## config.mk

```make
export PLATFORM = sky130hd
export DESIGN_NAME = zxuno_port_decoder
export DESIGN_NICKNAME = d
export VERILOG_FILES = /design/src/rtl/zxuno_port_decoder_pkg.sv /design/src/rtl/zxuno_port_decoder.sv
export SDC_FILE = /design/constraint.sdc
export NUM_CORES = 1
export LEC_CHECK = 0
export BUFFER_PORTS_ARGS = -buffer_cell sky130_fd_sc_hd__buf_2
export CAP_MARGIN = 20
export CORE_MARGIN = 2
export CORE_UTILIZATION = 37
export DETAILED_ROUTE_END_ITERATION = 8
export PLACE_DENSITY = 0.81
export SYNTH_ARGS = -nofsm -noshare
export SYNTH_HDL_FRONTEND = slang
export SYNTH_SLANG_ARGS = --single-unit
```

## constraint.sdc

```tcl
create_clock -name clk -period 1.48 [get_ports clk]
set_clock_uncertainty 0.1 [all_clocks]
set_input_delay 0.222 -clock clk [delete_from_list [all_inputs] [get_ports clk]]
set_output_delay 0.222 -clock clk [all_outputs]
set_load 0.05 [all_outputs]
```

## src/rtl/zxuno_port_decoder_pkg.sv

```systemverilog
// zxuno_port_decoder_pkg: shared ZX-Uno I/O port constants and decoder FSM state encoding
package zxuno_port_decoder_pkg;
  localparam logic [15:0] ZXUNO_IOADDR = 16'hFC3B;
  localparam logic [15:0] ZXUNO_IODATA = 16'hFD3B;
  typedef enum logic [2:0] {IDLE, ADDR_WR, DATA_WR, DATA_RD, WAIT_END} state_t;
endpackage

```

## src/rtl/zxuno_port_decoder.sv

```systemverilog
// zxuno_port_decoder: decodes Z80 I/O cycles on IOADDR/IODATA into address latch, regrd level, regwr/regaddr_changed pulses; dout/oe_n give combinational IOADDR readback
module zxuno_port_decoder
  import zxuno_port_decoder_pkg::*;
#(
  parameter logic [15:0] IOADDR = ZXUNO_IOADDR,
  parameter logic [15:0] IODATA = ZXUNO_IODATA
) (
  input  logic        clk,
  input  logic        rst_n,
  input  logic [15:0] a,
  input  logic        iorq_n,
  input  logic        rd_n,
  input  logic        wr_n,
  input  logic        m1_n,
  input  logic [7:0]  din,
  output logic [7:0]  dout,
  output logic        oe_n,
  output logic [7:0]  zxuno_addr,
  output logic        zxuno_regrd,
  output logic        zxuno_regwr,
  output logic        regaddr_changed
);
  state_t     r_state, w_next;
  logic [7:0] r_addr, w_addr;
  logic       r_regrd, r_regwr, r_changed, w_regrd, w_regwr, w_changed;
  logic       w_q;
  assign w_q = !iorq_n && m1_n;
  always_ff @(posedge clk) begin
    if (!rst_n) begin
      r_state   <= WAIT_END;
      r_addr    <= 8'h00;
      r_regrd   <= 1'b0;
      r_regwr   <= 1'b0;
      r_changed <= 1'b0;
    end else begin
      r_state   <= w_next;
      r_addr    <= w_addr;
      r_regrd   <= w_regrd;
      r_regwr   <= w_regwr;
      r_changed <= w_changed;
    end
  end
  always_comb begin
    w_next    = r_state;
    w_addr    = r_addr;
    w_regrd   = 1'b0;
    w_regwr   = 1'b0;
    w_changed = 1'b0;
    case (r_state)
      IDLE:
        if (w_q && !wr_n && a == IOADDR) begin
          w_next    = ADDR_WR;
          w_addr    = din;
          w_changed = 1'b1;
        end else if (w_q && !wr_n && a == IODATA) begin
          w_next  = DATA_WR;
          w_regwr = 1'b1;
        end else if (w_q && !rd_n && a == IODATA) begin
          w_next  = DATA_RD;
          w_regrd = 1'b1;
        end
      DATA_RD: begin
        w_regrd = !iorq_n && !rd_n;
        w_next  = w_regrd ? DATA_RD : IDLE;
      end
      default: w_next = iorq_n ? IDLE : r_state;
    endcase
  end
  assign oe_n            = !(a == IOADDR && !iorq_n && !rd_n && m1_n);
  assign dout            = r_addr;
  assign zxuno_addr      = r_addr;
  assign zxuno_regrd     = r_regrd;
  assign zxuno_regwr     = r_regwr;
  assign regaddr_changed = r_changed;
endmodule

```

* After elaboration in Yosys (flattened, before gate mapping)
Index checks and enable logic that the tools add are counted.
** Storage, ports and cells
- Flip-flop bits (word level) :: 14
- Bits in latches :: 0
- RAM bits :: 0
- Bits in read-only memories :: 0
- Input port bits :: 30
- Output and inout port bits :: 20
- Word-level logic and storage cells :: 43
- Memories :: 0
** Operators by class
- Add/subtract/negate cells :: 0
- Multipliers :: 0
- Divide/modulo/power cells :: 0
- $lt $le $gt $ge :: 0
- Equal/unequal tests :: 4
- Shifts and indexed selects :: 0
- Mux-type cells :: 12
- Bitwise gates (word level) :: 2
- Reduce and logical (&&, ||, !) cells :: 20
** Operators by type and width (number)
- $eq 16x16->1 const B :: 2
- $mux 3 :: 4
- $logic_and 1x1->1 :: 10
- $pmux 3 s2 :: 1
- $reduce_and 2->1 :: 3
- $mux 1 :: 5
- $logic_not 1->1 :: 4
- $ne 4x4->1 const B :: 1
- $eq 3x2->1 const B :: 1
- $logic_not 3->1 :: 1
- $reduce_bool 3->1 :: 1
- $reduce_or 3->1 :: 1
- $mux 2 :: 1
- $not 1->1 :: 2
- $pmux 1 s2 :: 1

* Depth between registers and ports, before layout
Gate-level depths: netlist (run 1).
- Depth in word-level cells :: 8
- Depth in mapped cells :: 6
- Mapped depth without buffers :: 5

* Worst setup path before layout (run 1)
OpenSTA, ideal clock, no wires.
- Path kind :: input to output
- Start :: input port a[9]
- End :: output port oe_n
- Arrival :: 1.367 ns
- Data required time :: 1.158 ns
- Setup slack :: -0.209 ns
- Stages :: 4
- Path buffers :: 0
- Cells stage by stage :: nand4b_1 -> nor2_1 -> nand3_1 -> or4_1
** Between the ends
- Longest elaborated chain between the ends :: 5
** RTL lines
- start: declaration :: line zxuno_port_decoder.sv:10 : input logic [15:0] a,
- $eq 16x16->1 :: line zxuno_port_decoder.sv:69 : assign oe_n = !(a == IOADDR && !iorq_n && !rd_n && m1_n);
- $logic_and 1x1->1 (3 in series) :: line zxuno_port_decoder.sv:69
- $logic_not 1->1 :: line zxuno_port_decoder.sv:69
- end: declaration :: line zxuno_port_decoder.sv:17 : output logic oe_n,
No other way between the ends.

* Worst setup path in the final report (run 1)
Same ends and word-level chain as after synthesis.

==> impl_metrics.csv, run 1 <==
group,metric,value,unit
run_status,outcome,"finished, violations left",
run_status,violations,"setup timing",
pwr,ir_drop,335,uV
timing,maxSlewHeadroom,0.787,
worst_setup_path,reg2regPathDepth,4,
finish,stdcell_count,179,
clocking,clk_latency,0.27,ns
grt,grt_pass1_wl,3190,um
grt,grt_remaining_overflow,0,
route,vias_per_cell,4.95,
worst_setup_path,required,1.16,ns
timing,max_freq,595,MHz
route,ant_nets,0,
worst_setup_path,crit_path_start_kind,"input pin",
hold_path,whs_path_depth,2,
route,drc,0,
hold_path,hp-class,"input pin to flip-flop",
worst_setup_path,worstSetupPathType,"input pin to output pin",
clocking,clockBufferDepth,2,
route,wirelength,2070,um
die,io_pins,50,
clocking,numCtsBuffers,3,
pwr,cellLeakagePower,0.000660,uW
clocking,cts_tree,"yes",
finish,final_common_cell,"buf_2",
timing,hold_viol,0,
worst_setup_path,arrival,1.36,ns
pwr,power,832,uW
clocking,clockRootBuffer,"clkbuf_4",
synthesis,syn_inst,92,
die,die_w,50.5,um
timing,worst_pin_slew,0.320,ns
synthesis,synth_area,800,um^2
clocking,hold_buffers,0,
worst_setup_path,path_max_fanout,2,
route,wl_per_cell,11.6,um
finish,drive_gt1_frac,0.553,
timing,fin_crit,1.68,ns
finish,mostFrequentLayoutCells,"46 x buf_2, 15 x buf_4, 13 x dfxtp_1",
synthesis,synth.area.top_cells,"dfxtp_1 35%, mux2i_1 10%, buf_4 7.5%, nor2b_1 7.0%, nor2_1 3.3%",
synthesis,seq_area_frac_synth,0.351,
placed_design,portBuffers,49,
synthesis,syn_avg_cell_area,8.69,um^2
pwr,cellPowerDensity,657,nW/um^2
clocking,htreeDepth,1,
die,row_count,16,
synthesis,ys_types,31,
clocking,clkTransAtPathRegs,0.08,ns
timing,maxSlewViolCount,0,
die,core,2000,um^2
finish,seq_area,282,um^2
grt,grt_pass1_vias,748,
finish,num_antenna_cells,0,
die,start_util,0.399,
grt,grt_max_degree,14,
finish,nNetsFinal,183,
clocking,cts.sinks,14,
die,die_h,50.5,um
finish,utilization,0.633,
synthesis,yosysTopAreaCell,"dfxtp_1",
route,drt-initial-drc-count,10,
placed_design,place_inst,173,
die,dieArea,2550,um^2
placed_design,dp_hpwl,1540,um
finish,finalInstanceArea,1270,um^2
synthesis,synth_nets,122,
grt,grtUsageTotal,0.165,
placed_design,dp_slack,-0.361,ns
synthesis,synth_top_area_share,0.351,
route,drtPass1Iterations,4,
route,vias,886,
flow_run,cap_viol_max_count,0,
placed_design,dpl_cell_area,1120,um^2
timing,fin_crit_sh,1.14,
timing,setup_slack,-0.201,ns
timing,setup_viol,10,
finish,multiInputGateArea,482,um^2
worst_setup_path,end_kind,"output pin",
grt,antenna_found_initial,0,
finish,fillCellCount,181,
finish,syn2layout_area_growth,58.4,%
placed_design,globalplace.congestion,0.855,
synthesis,ys_warn_count,0,
timing,rsz0062_at_grt,"true",
synthesis,postSynthRegisterBits,14,
==> report_power, final <==
part	switching (uW)	total, uW	internal (uW)	leakage, uW
clock	111	260	149	0.0000210
combinational	82.1	182	100	0.000526
sequential	4.57	389	385	0.000114
==> metal layers <==
layer | up-vias | routed length (um) | part of all wire | GRT usage
met4 | 0 | 25 | 0.012 | 0.108
met2 | 60 | 1050 | 0.51 | 0.294
met5 | - | 0 | 0 | 0
met3 | 2 | 219 | 0.11 | 0.0268
met1 | 382 | 775 | 0.37 | 0.178
li1 | 442 | - | - | -
==> synth_stat cells <==
master    instances
dfxtp_1          14
nor2b_1           9
buf_4             8
mux2i_1           8
nor2_1            7
nand3_1           5
a21oi_1           4
nand2_1           4
nand2b_1          3
nand4b_1          3
o21ai_0           3
buf_2             2
inv_1             2
o21ai_1           2
or4_1             2
a211oi_1          1
a21o_1            1
a311oi_1          1
a31oi_1           1
and2_1            1
and4bb_1          1
buf_6             1
clkbuf_1          1
nor3_1            1
nor4_1            1
nor4b_2           1
o221a_1           1
o31ai_1           1
or2b_1            1
or3_1             1
or3_4             1
==> through the flow <==
stage               TNS [ns]  hold WS [ns]
global route          -0.789        0.0527
CTS                   -0.199        0.0349
floorplan             -0.180         0.199
global placement       -2.56         0.335
detailed placement     -3.60         0.333
finish                -0.333        0.0485
==> worst max-delay path, stage by stage <==
cell,delay [ns]
buf_6,0.09
nand4b_1,0.20
nor2_2,0.17
nand3_2,0.08
or4_4,0.43
buf_8,0.17
==> area by class of cell <==
type                       count  area share
clock buffer                   4      0.0287
inverter                       2     0.00593
multi-input combinational     64       0.380
sequential                    14       0.222
tap                           27      0.0267
timing repair buffer          68       0.336
==> kinds of logic after synthesis <==
kind of cell           after synthesis  share of synthesized area
buffers and inverters               14                      0.116
AND/OR/NAND/NOR                     41                      0.316
AO/OA/AOI/OAI                       15                      0.117
multiplexers                         8                      0.100
flip-flops                          14                      0.351
==> final timing paths <==
kind | slack [ns] | end | startpoint
max | -0.20 | oe_n | a[9]
min | 0.05 | zxuno_regwr$_SDFF_PP0_ | wr_n
max reg2reg | -0.02 | zxuno_regrd$_SDFF_PN0_ | r_state[0]$_SDFFE_PN0P_
min reg2reg | 0.44 | dout[7]$_SDFFE_PN0P_ | dout[7]$_SDFFE_PN0P_
==> state kept, by name (all words and copies together) (netlist names) <==
register,cells
zxuno_regrd,1
zxuno_regwr,1
regaddr_changed,1
dout,8
r_state,3
==> repair_timing <==
action | 4_1_cts | 5_1_grt
gates cloned | 0 | 0
setup endpoints to repair | 11 | 12
setup buffers | 3 | 1
pin swaps | 3 | 6
hold endpoints to repair | 0 | 0
gates resized for setup | 9 | 12
Note: power is estimated with default switching activity, not from simulation.
==> run 2, diff against run 1 <==
ABC_AREA = 1   (was unset)
CORE_UTILIZATION = 39   (was 37)
==> impl_metrics.csv, run 2 <==
group,metric,value,unit
synthesis,syn_inst,117,
finish,final_common_cell,"buf_2",
clocking,cts.sinks,14,
timing,hold_viol,0,
finish,mostFrequentLayoutCells,"49 x buf_2, 16 x nor2_1, 14 x nand2_1, 14 x dfxtp_1, 11 x inv_1",
worst_setup_path,reg2regPathDepth,5,
finish,largest_reg_flops,8,
synthesis,yosysMostFrequentCell,"nor2_1",
placed_design,dp_hpwl,1550,um
hold_path,holdPathEnd,"dout[5]$_SDFFE_PN0P_",
route,wirelength,1820,um
route,drtPass1Iterations,4,
synthesis,synth_edf_count,0,
clocking,cts_tree,"yes",
worst_setup_path,worstSetupPathType,"flip-flop to flip-flop",
grt,antenna_found_initial,0,
clocking,hold_buffers,0,
synthesis,synth_area,906,um^2
placed_design,portBuffers,49,
route,ant_nets,0,
clocking,cts-resized-gates,0,
die,die_h,52.2,um
worst_setup_path,required,1.56,ns
clocking,clockRootBuffer,"clkbuf_4",
finish,syn2layout_area_growth,26.9,%
finish,num_antenna_cells,0,
synthesis,synth_nets,147,
timing,maxSlewHeadroom,0.772,
timing,fin_setup_tns,0,ns
pwr,cellLeakagePower,0.000576,uW
route,vias_per_cell,4.63,
synthesis,synth.area.top_cells,"dfxtp_1 31%, nor3_2 11%, buf_4 6.6%, nor2_1 6.6%, nand2_1 5.8%",
route,drt-initial-drc-count,6,
hold_path,hp-class,"input pin to flip-flop",
clocking,htreeDepth,1,
die,core,2210,um^2
synthesis,yosysTopAreaCell,"dfxtp_1",
worst_setup_path,arrival,1.42,ns
timing,rsz0062_at_grt,"false",
worst_setup_path,r2r_setup_slack,0.14,ns
timing,setup_viol,0,
synthesis,seq_area_frac_synth,0.309,
pwr,cellPowerDensity,757,nW/um^2
worst_setup_path,end_kind,"flip-flop",
die,start_util,0.410,
die,row_count,17,
synthesis,ys_types,24,
worst_setup_path,crit_chain,"nor3_4, inv_2, nand3b_2, a21oi_1, nor2_1",
route,wl_per_cell,9.64,um
finish,drive_gt1_frac,0.522,
hold_path,min_from,"din[5]",
die,io_pins,50,
flow_run,cap_viol_max_count,0,
worst_setup_path,crit_family,"flip-flops",
timing,maxSlewViolCount,0,
grt,grtUsageTotal,0.154,
clocking,post-cts-setup-buffer-count,0,
synthesis,postSynthRegisterBits,14,
clocking,clockBufferDepth,2,
timing,fin_hold_ws,0.0713,ns
timing,worst_pin_slew,0.342,ns
grt,grt_pass1_vias,823,
clocking,clkTransAtPathRegs,0.08,ns
route,vias,875,
synthesis,synth_async_sr_flop_share,0,
synthesis,syn_avg_cell_area,7.74,um^2
placed_design,globalplace.congestion,0.780,
synthesis,ys.flop_type,"dfxtp_1",
timing,max_freq,745,MHz
worst_setup_path,path_max_fanout,12,
run_status,outcome,"completed",
grt,grt_max_degree,13,
finish,nNetsFinal,192,
synthesis,synthTopCellsByCount,"16 x nor2_1, 14 x dfxtp_1, 14 x nand2_1",
clocking,numCtsBuffers,3,
timing,fin_crit,1.34,ns
grt,grt_pass1_wl,3170,um
synthesis,synth_top_area_share,0.309,
worst_setup_path,crit_slowest_cell,"dfxtp_1",
worst_setup_path,crit_path_start_kind,"flip-flop",
grt,grt_remaining_overflow,0,
route,drc,0,
worst_setup_path,slowest_delay,0.41,ns
worst_setup_path,reg2reg_from,"r_state[0]$_SDFFE_PN0P_",
die,dieArea,2720,um^2
clocking,clk_latency,0.28,ns
die,die_w,52.2,um
worst_setup_path,rr_endpoint,"r_state[0]$_SDFFE_PN0P_",
synthesis,ys_warn_count,0,
timing,fin_crit_sh,0.907,
pwr,ir_drop,619,uV
hold_path,whs_path_depth,3,
worst_setup_path,critical_path_buf_inv_count,1,
-- run 2: cell families (layout without fill, tap and decap cells) --
kind of cell           after synthesis  after routing  share of synthesized area
AO/OA/AOI/OAI                       13             13                     0.0760
buffers and inverters               25             69                      0.155
flip-flops                          14             14                      0.309
AND/OR/NAND/NOR                     65             65                      0.460
-- run 2: worst max-delay path by stage --
stage | to | cells past startpoint | from | slack [ns]
after floorplan | oe_n | 3 | m1_n | 0.22
after global placement | dout[6]$_SDFFE_PN0P_ | 8 | a[9] | 0.12
after detailed placement | dout[3]$_SDFFE_PN0P_ | 8 | a[9] | 0.07
after CTS | r_state[0]$_SDFFE_PN0P_ | 5 | r_state[0]$_SDFFE_PN0P_ | 0.13
after global routing | dout[6]$_SDFFE_PN0P_ | 5 | r_state[0]$_SDFFE_PN0P_ | 0.01
final | r_state[0]$_SDFFE_PN0P_ | 5 | r_state[0]$_SDFFE_PN0P_ | 0.14
-- run 2: power breakdown --
part	switching, uW	total (uW)	leakage (uW)	internal, uW
Clock	117	267	0.0000210	150
Sequential	17.2	408	0.000113	391
Combinational	116	196	0.000442	79.8
-- run 2: layout make-up --
class | instances | area (um^2)
fill | 223 | 1060
clock buffer | 4 | 36.3
multi-input combinational | 78 | 485
timing repair buffer | 51 | 260
inverter | 14 | 52.6
sequential | 14 | 280
tap | 28 | 35.0
-- run 2: routing by layer --
| metal | track usage | vias up | part of all wire |
|---|---|---|---|
| met3 | 0.0457 | 5 | 0.042 |
| li1 | - | 457 | - |
| met2 | 0.295 | 19 | 0.54 |
| met4 | 0.0470 | 0 | 0.019 |
| met5 | 0 | - | 0 |
| met1 | 0.158 | 394 | 0.40 |
-- run 2: per-stage QoR --
stage                     std cells  cell area [um^2]  total power, uW  setup WS (ns)  utilization
final                           189              1150              870          0.138        0.520
after detailed placement        185              1110              614         0.0659        0.503
after global placement          185              1110              608          0.123        0.503
after floorplan                 117               906              551          0.216            -
after global routing            189              1150              930         0.0138        0.520
after CTS                       189              1150              882          0.128        0.520
-- run 2: worst min-delay path: stages --
cell,delay (ns)
buf_2,0.08
nor3_2,0.03
nor2_1,0.08
